$ cat src/rtl/mips32_pkg.sv
// rtl/mips32_pkg.sv - shared types and defaults for the MIPS32 memory arbiter
// Purpose: core-sequencing states, return-path owner tags and default widths.
// Ports: none (package).
package mips32_pkg;

  localparam int AW_DEF = 10;
  localparam int DW_DEF = 32;

  typedef enum logic [1:0] {
    ST_LOAD,
    ST_RUN,
    ST_DONE
  } state_t;

  typedef enum logic [1:0] {
    OWN_NONE,
    OWN_IF,
    OWN_D,
    OWN_DBG
  } owner_t;

endpackage

$ cat src/rtl/mips32_mem_arbiter_if.sv
// rtl/mips32_mem_arbiter_if.sv - requester, memory and core-control bundle for the arbiter
// Purpose: groups fetch, data, debug, memory and run-control signals.
// Ports: slave = arbiter side, master = requesters/memory/core side.
interface mips32_mem_arbiter_if
  import mips32_pkg::*;
#(
  parameter int AW = AW_DEF,
  parameter int DW = DW_DEF
);

  logic          if_req;
  logic [AW-1:0] if_addr;
  logic          if_gnt;
  logic          if_rvalid;

  logic          d_req;
  logic          d_we;
  logic [AW-1:0] d_addr;
  logic [DW-1:0] d_wdata;
  logic          d_gnt;
  logic          d_rvalid;

  logic          dbg_req;
  logic          dbg_we;
  logic [AW-1:0] dbg_addr;
  logic [DW-1:0] dbg_wdata;
  logic          dbg_gnt;
  logic          dbg_rvalid;

  logic          dbg_start;
  logic          halted;
  logic [DW-1:0] rdata;

  logic          mem_en;
  logic          mem_we;
  logic [AW-1:0] mem_addr;
  logic [DW-1:0] mem_wdata;
  logic [DW-1:0] mem_rdata;

  logic          core_run;
  logic          pc_clr;

  modport slave (
    input  if_req, if_addr,
    input  d_req, d_we, d_addr, d_wdata,
    input  dbg_req, dbg_we, dbg_addr, dbg_wdata,
    input  dbg_start, halted, mem_rdata,
    output if_gnt, if_rvalid, d_gnt, d_rvalid, dbg_gnt, dbg_rvalid,
    output rdata, mem_en, mem_we, mem_addr, mem_wdata, core_run, pc_clr
  );

  modport master (
    output if_req, if_addr,
    output d_req, d_we, d_addr, d_wdata,
    output dbg_req, dbg_we, dbg_addr, dbg_wdata,
    output dbg_start, halted, mem_rdata,
    input  if_gnt, if_rvalid, d_gnt, d_rvalid, dbg_gnt, dbg_rvalid,
    input  rdata, mem_en, mem_we, mem_addr, mem_wdata, core_run, pc_clr
  );

endinterface

$ cat src/rtl/mips32_arb_sel.sv
// rtl/mips32_arb_sel.sv - combinational priority selector with fetch-starvation override
// Purpose: one-hot grant from eligibility-qualified requests; dbg > d > if,
//          except fetch beats data while starved. Debug always wins.
// Ports: if_req/d_req/dbg_req (already qualified by state), starved in;
//        if_gnt/d_gnt/dbg_gnt out.
module mips32_arb_sel (
  input  logic if_req,
  input  logic d_req,
  input  logic dbg_req,
  input  logic starved,
  output logic if_gnt,
  output logic d_gnt,
  output logic dbg_gnt
);

  always_comb begin
    dbg_gnt = dbg_req;
    d_gnt   = !dbg_req && d_req && !(starved && if_req);
    if_gnt  = !dbg_req && if_req && (!d_req || starved);
  end

endmodule

$ cat src/rtl/mips32_mem_arbiter.sv
// rtl/mips32_mem_arbiter.sv - single-port memory arbiter and run sequencer for the MIPS32 core
// Purpose: sequences LOAD -> RUN -> DONE, grants one memory access per cycle
//          to fetch, data or debug, and routes read data back one cycle later.
// Ports: clk, rst_n (sync active-low); bus (slave modport) carries requester
//        handshakes, the memory port and core_run/pc_clr control.
module mips32_mem_arbiter
  import mips32_pkg::*;
#(
  parameter int AW           = AW_DEF,
  parameter int DW           = DW_DEF,
  parameter int STARVE_LIMIT = 4
) (
  input logic                 clk,
  input logic                 rst_n,
  mips32_mem_arbiter_if.slave bus
);

  localparam int CW = $clog2(STARVE_LIMIT + 1);

  state_t        state;
  state_t        state_nxt;
  logic          pc_clr_q;
  logic [CW-1:0] starve_cnt;
  owner_t        owner_q;

  logic          if_ok;
  logic          d_ok;
  logic          starved;
  logic          g_if;
  logic          g_d;
  logic          g_dbg;

  // Next state and per-state eligibility.
  always_comb begin
    state_nxt = state;
    if_ok     = 1'b0;
    d_ok      = 1'b0;
    case (state)
      ST_LOAD: begin
        if (bus.dbg_start) state_nxt = ST_RUN;
      end
      ST_RUN: begin
        if_ok = 1'b1;
        d_ok  = 1'b1;
        // halted takes precedence; dbg_start is ignored while running
        if (bus.halted) state_nxt = ST_DONE;
      end
      ST_DONE: begin
        // data stays eligible so stores issued before the halt drain
        d_ok = 1'b1;
        if (bus.dbg_start) state_nxt = ST_RUN;
      end
      default: state_nxt = ST_LOAD;
    endcase
  end

  assign starved = (starve_cnt == CW'(STARVE_LIMIT));

  mips32_arb_sel u_sel (
    .if_req  (bus.if_req && if_ok),
    .d_req   (bus.d_req && d_ok),
    .dbg_req (bus.dbg_req),
    .starved (starved),
    .if_gnt  (g_if),
    .d_gnt   (g_d),
    .dbg_gnt (g_dbg)
  );

  always_ff @(posedge clk) begin
    if (!rst_n) begin
      state      <= ST_LOAD;
      pc_clr_q   <= 1'b0;
      starve_cnt <= '0;
      owner_q    <= OWN_NONE;
    end else begin
      state    <= state_nxt;
      // pulse covers exactly the first RUN cycle after a (re)start
      pc_clr_q <= (state != ST_RUN) && (state_nxt == ST_RUN);

      if (g_if || !bus.if_req || !if_ok)
        starve_cnt <= '0;
      else if (g_d && !starved)
        starve_cnt <= starve_cnt + CW'(1);

      // tag only reads; writes complete in their grant cycle
      if (g_dbg && !bus.dbg_we)  owner_q <= OWN_DBG;
      else if (g_d && !bus.d_we) owner_q <= OWN_D;
      else if (g_if)             owner_q <= OWN_IF;
      else                       owner_q <= OWN_NONE;
    end
  end

  // Memory drive muxed from the winner; idle bus is all zeros.
  always_comb begin
    bus.mem_we    = 1'b0;
    bus.mem_addr  = '0;
    bus.mem_wdata = '0;
    if (g_dbg) begin
      bus.mem_we    = bus.dbg_we;
      bus.mem_addr  = bus.dbg_addr;
      bus.mem_wdata = bus.dbg_wdata;
    end else if (g_d) begin
      bus.mem_we    = bus.d_we;
      bus.mem_addr  = bus.d_addr;
      bus.mem_wdata = bus.d_wdata;
    end else if (g_if) begin
      bus.mem_addr  = bus.if_addr;
    end
  end

  assign bus.mem_en     = g_if || g_d || g_dbg;
  assign bus.if_gnt     = g_if;
  assign bus.d_gnt      = g_d;
  assign bus.dbg_gnt    = g_dbg;
  assign bus.if_rvalid  = (owner_q == OWN_IF);
  assign bus.d_rvalid   = (owner_q == OWN_D);
  assign bus.dbg_rvalid = (owner_q == OWN_DBG);
  assign bus.rdata      = bus.mem_rdata;
  assign bus.core_run   = (state == ST_RUN);
  assign bus.pc_clr     = pc_clr_q;

endmodule

$ cat src/flat_wrapper.sv
// flat-port wrapper written by rule: the top's interface ports become plain ports
module mips32_mem_arbiter_flat import mips32_pkg::*;
#(
  parameter int AW           = AW_DEF,
  parameter int DW           = DW_DEF,
  parameter int STARVE_LIMIT = 4
)
  (clk, rst_n, bus_if_req, bus_if_addr, bus_d_req, bus_d_we, bus_d_addr, bus_d_wdata, bus_dbg_req, bus_dbg_we, bus_dbg_addr, bus_dbg_wdata, bus_dbg_start, bus_halted, bus_mem_rdata, bus_if_gnt, bus_if_rvalid, bus_d_gnt, bus_d_rvalid, bus_dbg_gnt, bus_dbg_rvalid, bus_rdata, bus_mem_en, bus_mem_we, bus_mem_addr, bus_mem_wdata, bus_core_run, bus_pc_clr);
  mips32_mem_arbiter_if #(.AW(AW), .DW(DW)) bus_i ();
  input logic clk;
  input logic rst_n;
  input wire logic [$bits(bus_i.if_req)-1:0] bus_if_req;
  input wire logic [$bits(bus_i.if_addr)-1:0] bus_if_addr;
  input wire logic [$bits(bus_i.d_req)-1:0] bus_d_req;
  input wire logic [$bits(bus_i.d_we)-1:0] bus_d_we;
  input wire logic [$bits(bus_i.d_addr)-1:0] bus_d_addr;
  input wire logic [$bits(bus_i.d_wdata)-1:0] bus_d_wdata;
  input wire logic [$bits(bus_i.dbg_req)-1:0] bus_dbg_req;
  input wire logic [$bits(bus_i.dbg_we)-1:0] bus_dbg_we;
  input wire logic [$bits(bus_i.dbg_addr)-1:0] bus_dbg_addr;
  input wire logic [$bits(bus_i.dbg_wdata)-1:0] bus_dbg_wdata;
  input wire logic [$bits(bus_i.dbg_start)-1:0] bus_dbg_start;
  input wire logic [$bits(bus_i.halted)-1:0] bus_halted;
  input wire logic [$bits(bus_i.mem_rdata)-1:0] bus_mem_rdata;
  output wire logic [$bits(bus_i.if_gnt)-1:0] bus_if_gnt;
  output wire logic [$bits(bus_i.if_rvalid)-1:0] bus_if_rvalid;
  output wire logic [$bits(bus_i.d_gnt)-1:0] bus_d_gnt;
  output wire logic [$bits(bus_i.d_rvalid)-1:0] bus_d_rvalid;
  output wire logic [$bits(bus_i.dbg_gnt)-1:0] bus_dbg_gnt;
  output wire logic [$bits(bus_i.dbg_rvalid)-1:0] bus_dbg_rvalid;
  output wire logic [$bits(bus_i.rdata)-1:0] bus_rdata;
  output wire logic [$bits(bus_i.mem_en)-1:0] bus_mem_en;
  output wire logic [$bits(bus_i.mem_we)-1:0] bus_mem_we;
  output wire logic [$bits(bus_i.mem_addr)-1:0] bus_mem_addr;
  output wire logic [$bits(bus_i.mem_wdata)-1:0] bus_mem_wdata;
  output wire logic [$bits(bus_i.core_run)-1:0] bus_core_run;
  output wire logic [$bits(bus_i.pc_clr)-1:0] bus_pc_clr;
  assign bus_i.if_req = bus_if_req;
  assign bus_i.if_addr = bus_if_addr;
  assign bus_i.d_req = bus_d_req;
  assign bus_i.d_we = bus_d_we;
  assign bus_i.d_addr = bus_d_addr;
  assign bus_i.d_wdata = bus_d_wdata;
  assign bus_i.dbg_req = bus_dbg_req;
  assign bus_i.dbg_we = bus_dbg_we;
  assign bus_i.dbg_addr = bus_dbg_addr;
  assign bus_i.dbg_wdata = bus_dbg_wdata;
  assign bus_i.dbg_start = bus_dbg_start;
  assign bus_i.halted = bus_halted;
  assign bus_i.mem_rdata = bus_mem_rdata;
  assign bus_if_gnt = bus_i.if_gnt;
  assign bus_if_rvalid = bus_i.if_rvalid;
  assign bus_d_gnt = bus_i.d_gnt;
  assign bus_d_rvalid = bus_i.d_rvalid;
  assign bus_dbg_gnt = bus_i.dbg_gnt;
  assign bus_dbg_rvalid = bus_i.dbg_rvalid;
  assign bus_rdata = bus_i.rdata;
  assign bus_mem_en = bus_i.mem_en;
  assign bus_mem_we = bus_i.mem_we;
  assign bus_mem_addr = bus_i.mem_addr;
  assign bus_mem_wdata = bus_i.mem_wdata;
  assign bus_core_run = bus_i.core_run;
  assign bus_pc_clr = bus_i.pc_clr;
  mips32_mem_arbiter #(.AW(AW), .DW(DW), .STARVE_LIMIT(STARVE_LIMIT)) u_core (.clk(clk), .rst_n(rst_n), .bus(bus_i));
endmodule
$ cat config.mk
export PLATFORM = sky130hd
export DESIGN_NAME = mips32_mem_arbiter_flat
export DESIGN_NICKNAME = d
export VERILOG_FILES = /design/src/rtl/mips32_pkg.sv /design/src/rtl/mips32_mem_arbiter_if.sv /design/src/rtl/mips32_arb_sel.sv /design/src/rtl/mips32_mem_arbiter.sv /design/src/flat_wrapper.sv
export SDC_FILE = /design/constraint.sdc
export NUM_CORES = 1
export LEC_CHECK = 0
export BUFFER_PORTS_ARGS = -buffer_cell sky130_fd_sc_hd__buf_2
export CORE_AREA = 5 5 81 83
export DETAILED_ROUTE_END_ITERATION = 7
export DIE_AREA = 0 0 86 88
export GPL_TIMING_DRIVEN = 0
export PLACE_DENSITY = 0.66
export REMOVE_ABC_BUFFERS = 1
export SYNTH_ARGS = -nofsm -noshare
export SYNTH_HDL_FRONTEND = slang
export SYNTH_SLANG_ARGS = --single-unit
$ cat constraint.sdc
create_clock -name clk -period 4.8 [get_ports clk]
set_input_delay 0.96 -clock clk [delete_from_list [all_inputs] [get_ports clk]]
set_output_delay 0.96 -clock clk [all_outputs]
set_load 0.01 [all_outputs]
Word-level counts from Yosys, hierarchy flattened
Index checks and enable logic that the tools add are counted.
{"block": "word_totals", "regBits": 8, "in_bits": 135, "word_cells": 57}
{"block": "classes", "n_addsub": 1, "eq_ne": 8, "mux": 15, "bitwise_logic": 1, "reduce_logical": 28}
{"op": "two-way mux 32 bit", "count": 2}
{"op": "two-way mux 10 bit", "count": 3}
{"op": "logical AND 1 bit", "count": 11}
{"op": "logical NOT 1 bit", "count": 8}
{"op": "two-way mux 2 bit", "count": 4}
{"op": "equality test 2 x 1 -> 1 bit, second input constant", "count": 3}
{"op": "equality test 2 bit, second input constant", "count": 3}
{"op": "OR reduction 2 bit", "count": 3}
{"op": "logical OR 1 bit", "count": 5}
{"op": "two-way mux 1 bit", "count": 5}
{"op": "one-hot mux 2 bit (2 select lines)", "count": 1}
{"op": "adder 3 x 1 -> 3 bit, second input constant", "count": 1}
{"op": "equality test 3 bit, second input constant", "count": 1}
{"op": "logical NOT 2 bit", "count": 1}
{"op": "inequality test 2 x 1 -> 1 bit, second input constant", "count": 1}
{"op": "NOT 1 bit", "count": 1}

Longest topological paths before layout
Gate-level depths: netlist of run 1.
{"block": "depth", "word_depth": 10, "depth_mapped": 6}

By module
From an unflattened synthesis of run 1, not the netlist that was laid out.
{"block": "unflattened", "hier_cells": 170, "hier_area_um2": 1332.5}
{"mod": "mips32_mem_arbiter", "instances": 1, "cells_each": 165, "area_per_inst_um2": 1295.0, "seq_area_each_um2": 160.2}
{"mod": "mips32_arb_sel", "instances": 1, "cells_each": 5, "area_per_inst_um2": 37.5, "seq_area_each_um2": 0.0}

Worst setup path before layout of run 1
Ideal clock, no wire load.
{"block": "synth_path", "kind": "input -> output", "startpoint": "input port bus_dbg_req", "endpoint": "output port bus_mem_wdata[22]", "t_arrival_ns": 1.759, "path_slack_ns": 2.081, "cell_stages": 4, "cell_sequence": "nand3b_4 a31oi_4 buf_6 a22o_1"}
{"block": "synth_via", "elab_chain_cells": 5}
{"element": "start: declaration", "line": "flat_wrapper.sv:18", "source": "input wire logic [$bits(bus_i.dbg_req)-1:0] bus_dbg_req;"}
{"element": "logical NOT 1 bit", "line": "mips32_arb_sel.sv:18", "source": "d_gnt = !dbg_req && d_req && !(starved && if_req);"}
{"element": "logical AND 1 bit (2 in a row)", "line": "mips32_arb_sel.sv:18"}
{"element": "net bus_d_gnt", "line": "flat_wrapper.sv:27", "source": "output wire logic [$bits(bus_i.d_gnt)-1:0] bus_d_gnt;"}
{"element": "two-way mux 32 bit", "line": "mips32_mem_arbiter.sv:102", "source": "end else if (g_d) begin"}
{"element": "two-way mux 32 bit", "line": "mips32_mem_arbiter.sv:98", "source": "if (g_dbg) begin"}
{"element": "end: declaration", "line": "flat_wrapper.sv:35", "source": "output wire logic [$bits(bus_i.mem_wdata)-1:0] bus_mem_wdata;"}
The timed path passes the listed nets, and every way through them passes these cells.

Final worst setup path of run 1
{"block": "layout_path", "startpoint": "input port bus_dbg_req", "endpoint": "output port bus_mem_addr[3]"}
{"block": "layout_via", "elab_chain_cells": 6}
{"element": "logical NOT 1 bit", "line": "mips32_arb_sel.sv:18, mips32_arb_sel.sv:19"}
{"element": "logical AND 1 bit (2 in a row)", "line": "mips32_arb_sel.sv:19", "source": "if_gnt = !dbg_req && if_req && (!d_req || starved);"}
{"element": "two-way mux 10 bit", "line": "mips32_mem_arbiter.sv:106", "source": "end else if (g_if) begin"}
{"element": "two-way mux 10 bit", "line": "mips32_mem_arbiter.sv:102"}
{"element": "two-way mux 10 bit (*)", "line": "mips32_mem_arbiter.sv:98"}
{"element": "end: declaration", "line": "flat_wrapper.sv:34", "source": "output wire logic [$bits(bus_i.mem_addr)-1:0] bus_mem_addr;"}
Mark *: on every way between the ends. The rest lies on a longest branch, timed or not.

==> results of run 1 <==
-- sequential cells by signal, indices dropped and copies added, names as in the netlist --
signal             flops
u_core.bus.pc_clr      1
u_core.starve_cnt      3
u_core.owner_q         2
u_core.state           2
-- worst register-to-register path, stage by stage (launching register included) --
cell and delay, ns:
dfxtp_1 0.34, inv_1 0.13, ha_1 0.34, nand2_2 0.08, a311oi_2 0.86, o21a_1 0.24
-- cell usage after synthesis (all sizes together), types with 2 or more instances --
| master | number | area, sq um |
|---|---|---|
| inv | 6 | 22.5 |
| nor4b | 2 | 17.5 |
| nand2 | 3 | 13.8 |
| a221o | 11 | 110 |
| nor2 | 2 | 7.51 |
| o21a | 3 | 22.5 |
| dfxtp | 8 | 160 |
| and2 | 12 | 76.3 |
| a311oi | 3 | 32.5 |
| a211oi | 2 | 15.0 |
| a22o | 33 | 289 |
| buf | 42 | 324 |
| ha | 7 | 87.6 |
| nor2b | 4 | 25.0 |
| o21ai | 3 | 15.0 |
-- kinds of logic (layout without fill, tap and decap cells) --
kind of cell | Yosys count | after routing | synth area share
compound gates | 59 | 59 | 0.398
fa+ha+maj | 7 | 7 | 0.0661
buf+inv | 49 | 163 | 0.264
flops | 8 | 8 | 0.121
simple gates | 30 | 30 | 0.151
-- metal layers --
| metal | share of wire | vias up | track usage | wire, um |
|---|---|---|---|---|
| li1 | - | 777 | - | - |
| met1 | 0.40 | 747 | 0.185 | 2570 |
| met2 | 0.45 | 105 | 0.198 | 2870 |
| met3 | 0.15 | 0 | 0.101 | 971 |
| met4 | 0 | 0 | 0.0173 | 0 |
| met5 | 0 | - | 0.0325 | 0 |
-- final cells by class --
| type | count | area share |
|---|---|---|
| Multi-Input combinational cell | 96 | 0.428 |
| Timing Repair Buffer | 154 | 0.405 |
| Sequential cell | 8 | 0.0842 |
| Tap cell | 75 | 0.0493 |
| Clock buffer | 3 | 0.0217 |
| Inverter | 6 | 0.0118 |
-- worst max-delay path by stage --
stage,cells after the start,endpoint
finish,5,bus_mem_addr[3]
detailed placement,5,bus_mem_addr[3]
CTS,5,bus_mem_addr[3]
global route,5,bus_mem_addr[3]
global placement,5,bus_mem_addr[3]
floorplan,3,bus_mem_addr[0]
-- power by group through the flow --
stage | Clock [mW] | Combinational (mW) | Sequential (mW)
finish | 0.0813 | 0.160 | 0.0728
global route | 0.0878 | 0.175 | 0.0731
CTS | 0.0826 | 0.162 | 0.0728
detailed placement | 0 | 0.161 | 0.0738
global placement | 0 | 0.160 | 0.0737
floorplan | 0 | 0.0739 | 0.0737
-- through the flow --
step	setup slack, ns	power, mW	std cells	util
finish	0.782	0.315	342	0.329
global route	0.586	0.336	342	0.329
CTS	0.764	0.317	342	0.329
detailed placement	0.761	0.235	339	0.322
global placement	0.770	0.234	339	0.322
floorplan	1.69	0.148	110	-
==> metrics.csv, run 1 <==
metric,value,unit
clk_pin_slew_worst_paths,0.04,ns
critPathKind,input port to output pin,
cts_tree,done,
postRouteAntennaNets,0,
gp_congestion,0.782,
cp_top_family,compound AO/OA/AOI/OAI gates,
drcViolationCount,0,
net-switching-power,107,uW
wire_per_inst,18.8,um
die_h,88,um
rows,28,
rr_startpoint,u_core.state[1],
vdd_drop_max,0.0747,mV
wl,6.41,mm
antenna_cells,0,
yosysSeqAreaShare,0.121,
fin_tns_setup,0,ns
antenna_found_initial,0,
multi_input_area,815,sq um
min_period_over_period,0.837,
synth-edff-count,0,
synthCells,153,
synth_cell_types,32,
hold_viol_final,0,
cp.required,3.84,ns
cp_max_fo,49,
reg2regPathDepth,5,
powerDensity,165,mW/mm^2
cts_buffers,3,
post_cts_buffers,0,
grt_usage,0.144,
place.port_buffers,154,
fin_hold_ws,0.530,ns
vias,1629,
dieArea,0.00757,sq mm
p_sw_frac,0.339,
async_reset_ff_frac,0,
grt_first_pass_wirelength,8.41,mm
p_leak,1.04,nW
drtIter0Drc,71,
die_x,86,um
cts_resized,0,
slew_headroom,0.219,
cts_buffer_depth,2,
fin_crit,4.02,ns
mostFrequentLayoutCell,buf_2,
grt_pass1_vias,1525,
clock_skew,0.00329,ns
seqCellArea,160,sq um
startpoint_type,input port,
rsz0062_at_grt,no,
yosys_warnings,0,
synth.avg_cell_area,8.66,sq um
power_frac_comb,0.510,
status,"finished, final reports clean",
critPathBufInv,2,
cp_cell_sequence,buf_2 > nand3b_4 > a31oi_4 > a221o_1 > buf_2,
hold-path-endpoint,u_core.starve_cnt[1],
holdPathStages,2,
cp.arrival,3.06,ns
hpwl,5.28,mm
grt_start_max_net_pins,50,
ios,219,
start_util,0.229,
cts_root_buffer,clkbuf_8,
critPathMaxStageDelay,0.92,ns
setup_viol,0,
layout_common_cells,"buf_2 (154), a22o_1 (33), and2_1 (11), a221o_1 (11), dfxtp_1 (8)",
placed_cell_area,0.00186,sq mm
r2r_end,u_core.owner_q[0],
viasPerCell,4.76,
final_area,0.00190,sq mm
fill_cells,637,
grt_remaining_overflow,0,
htree_levels,1,
crit_path_end_kind,output pin,
cpMaxStageDelayCell,a31oi_4,
nets,411,
area_growth,43.6,%
hold_path_class,flop to flop,
internal_power,208,uW
synth-seq-cells,8,
rrSetupSlack,2.75,ns
worstHoldStart,u_core.starve_cnt[1],
insertion_delay,0.23,ns
crit_start,bus_dbg_req,
cts_hold_buf,0,
syn_area,0.00133,sq mm
layout-drive-gt1-share,0.610,
fmax,0.249,GHz
synth-main-ff-cell,dfxtp_1,
core_area,0.00578,sq mm
drtPass1Iterations,4,
cts.sinks,8,
p_clk_frac,0.258,
sequentialPowerShare,0.231,
slew_viol_final,0,
max-cap-violations,0,
crit_top_cell,buf_2,
worst_pin_slew,1.17,ns
(Power assumes the default switching activity.)
==> inputs of run 2 (changes only) <==
Settings changed: PLACE_DENSITY 0.66 to 0.69.
Clock period 4.8 ns to 3.5 ns, I/O delays scaled along.
==> run 2 against run 1 <==
Compared with the run above: global-route usage grew 0.34 points; clock skew grew 0.0053 ns; via count grew 2.2%; count of clock-buffer cells in the layout is the same; non-clock buffer count is the same; sequential cell count is the same; total power grew 39%; register-to-register slack lost 1.4 ns; cell area grew 1.1%; largest power group unchanged; highest routed layer is now met4.
==> metrics.csv, run 2 (same netlist as run 1, synthesis figures left out) <==
metric,value,unit,change
powerDensity,228,mW/mm^2,+38%
grt_usage,0.147,,+0.00345
drcViolationCount,0,,unchanged
htree_levels,1,,unchanged
grt_remaining_overflow,0,,unchanged
postRouteAntennaNets,0,,unchanged
clk_pin_slew_worst_paths,0.05,ns,about the same
rows,28,,unchanged
antenna_cells,0,,unchanged
slew_viol_final,0,,unchanged
core_area,0.00578,sq mm,unchanged
cts_hold_buf,0,,unchanged
post_cts_buffers,0,,unchanged
vdd_drop_max,0.123,mV,+65%
area_growth,45.2,%,
fin_hold_ws,0.508,ns,-0.0227 ns
slew_headroom,0.362,,+0.143
cp.arrival,2.48,ns,-0.58 ns
cts_buffer_depth,2,,unchanged
place_inst,339,,unchanged
cts_buffers,3,,unchanged
p_leak,1.05,nW,+0.29%
ios,219,,unchanged
clock_skew,0.00856,ns,+0.00526 ns
die_h,88,um,unchanged
fin_crit,3.18,ns,
min_period_over_period,0.909,,
layout_common_cells,"buf_2 (154), a22o_1 (33), and2_1 (11), a221o_1 (11), dfxtp_1 (8)",,
routed-wl-met3,1.07,mm,+10%
cp_max_fo,12,,-76%
met2WireLength,3.02,mm,+5.2%
cp_cell_sequence,inv_1 > ha_1 > nand2_2 > a311oi_2 > a221o_1 > buf_2,,
hpwl,5.10,mm,-3.3%
cp_top_family,compound AO/OA/AOI/OAI gates,,
drtPass1Iterations,4,,unchanged
nets,412,,+0.24%
vias,1665,,+2.2%
start_util,0.229,,unchanged
layout-drive-gt1-share,0.612,,+0.00145
cts.sinks,8,,unchanged
setup_slack,0.318,ns,-0.464 ns
max-cap-violations,0,,unchanged
cts_tree,done,,
fin_cells,343,,+0.29%
regMostFlops,u_core.starve_cnt,,
place.port_buffers,154,,unchanged
mostFrequentLayoutCell,buf_2,,
wl_met1,2.41,mm,-6.4%
setup_viol,0,,unchanged
hold_path_class,flop to flop,,
wl,6.50,mm,+1.4%
cp.required,2.80,ns,-1.04 ns
antenna_found_initial,0,,unchanged
gp_congestion,0.660,,-16%
cts_root_buffer,clkbuf_8,,
grt_pass1_vias,1440,,-5.6%
top_layer,met4,,
final_area,0.00192,sq mm,+1.1%
grt_start_max_net_pins,50,,unchanged
cpMaxStageDelayCell,a311oi_2,,
grt_first_pass_wirelength,8.37,mm,-0.50%
largest_register_ffs,3,,unchanged
critPathKind,flop to output pin,,
crit_path_end_kind,output pin,,
placed_cell_area,0.00186,sq mm,unchanged
total_power,438,uW,+39%
worst_pin_slew,0.957,ns,-0.214 ns
die_x,86,um,unchanged
drtIter0Drc,51,,-28%
viasPerCell,4.85,,+1.9%
reg.largest.list,"u_core.starve_cnt (3), u_core.owner_q (2), u_core.state (2)",,
insertion_delay,0.23,ns,about the same
startpoint_type,flop,,
hold_viol_final,0,,unchanged
rsz0062_at_grt,no,,
critPathBufInv,2,,unchanged
status,"finished, final reports clean",,
wire_per_inst,19.0,um,+1.1%
critPathMaxStageDelay,0.83,ns,-0.09 ns
dp_slack,-0.0137,ns,-0.775 ns
dieArea,0.00757,sq mm,unchanged
fmax,0.314,GHz,
[run 2: changes by cell type in the layout (fill, tap and decap cells not counted), sizes merged]
cell,previous run,this run
a31oi,1,2
[run 2: worst reg2reg max path, stage by stage, from the launching register on]
cell      delay, ns
dfxtp_1        0.34
inv_1          0.13
ha_1           0.43
nand2_2        0.08
a311oi_2       0.83
o21a_1         0.23
[run 2: power by group]
part | total, mW | internal [mW] | switching (mW)
Combinational | 0.225 | 0.115 | 0.109
Sequential | 0.0999 | 0.0961 | 0.00383
Clock | 0.114 | 0.0748 | 0.0390
Total | 0.438 | 0.286 | 0.152
[run 2: area by class of cell]
class / instances / area (sq um)
inverters: 6 / 22.5
repair buffers: 154 / 771
well taps: 75 / 93.8
fillers: 614 / 3860
clock buffers: 3 / 41.3
multi-input cells: 97 / 836
flip-flops and latches: 8 / 160
[run 2: repair_timing]
item                       4_1_cts  5_1_grt
gates cloned                     1        0
resized for setup                0        1
setup endpoints to repair        3       22
[run 2: worst paths after layout]
check / start / endpoint / slack (ns) / cells after the start
min reg2reg: u_core.starve_cnt[1] / u_core.starve_cnt[1] / 0.51 / 2
max: u_core.state[1] / bus_mem_addr[5] / 0.32 / 6
min: u_core.starve_cnt[1] / u_core.starve_cnt[1] / 0.51 / 2
max reg2reg: u_core.state[1] / u_core.owner_q[0] / 1.39 / 5
[run 2: stage by stage]
step	TNS, ns	util
final	0	0.333
after global routing	0	0.333
after CTS	0	0.331
after detailed placement	-0.0161	0.322
after global placement	0	0.322
after floorplan	0	-
[run 2: layer usage]
| metal | vias up | global-route usage |
|---|---|---|
| met3 | 2 | 0.107 |
| met5 | - | 0 |
| li1 | 786 | - |
| met1 | 759 | 0.184 |
| met2 | 118 | 0.210 |
| met4 | 0 | 0.0173 |
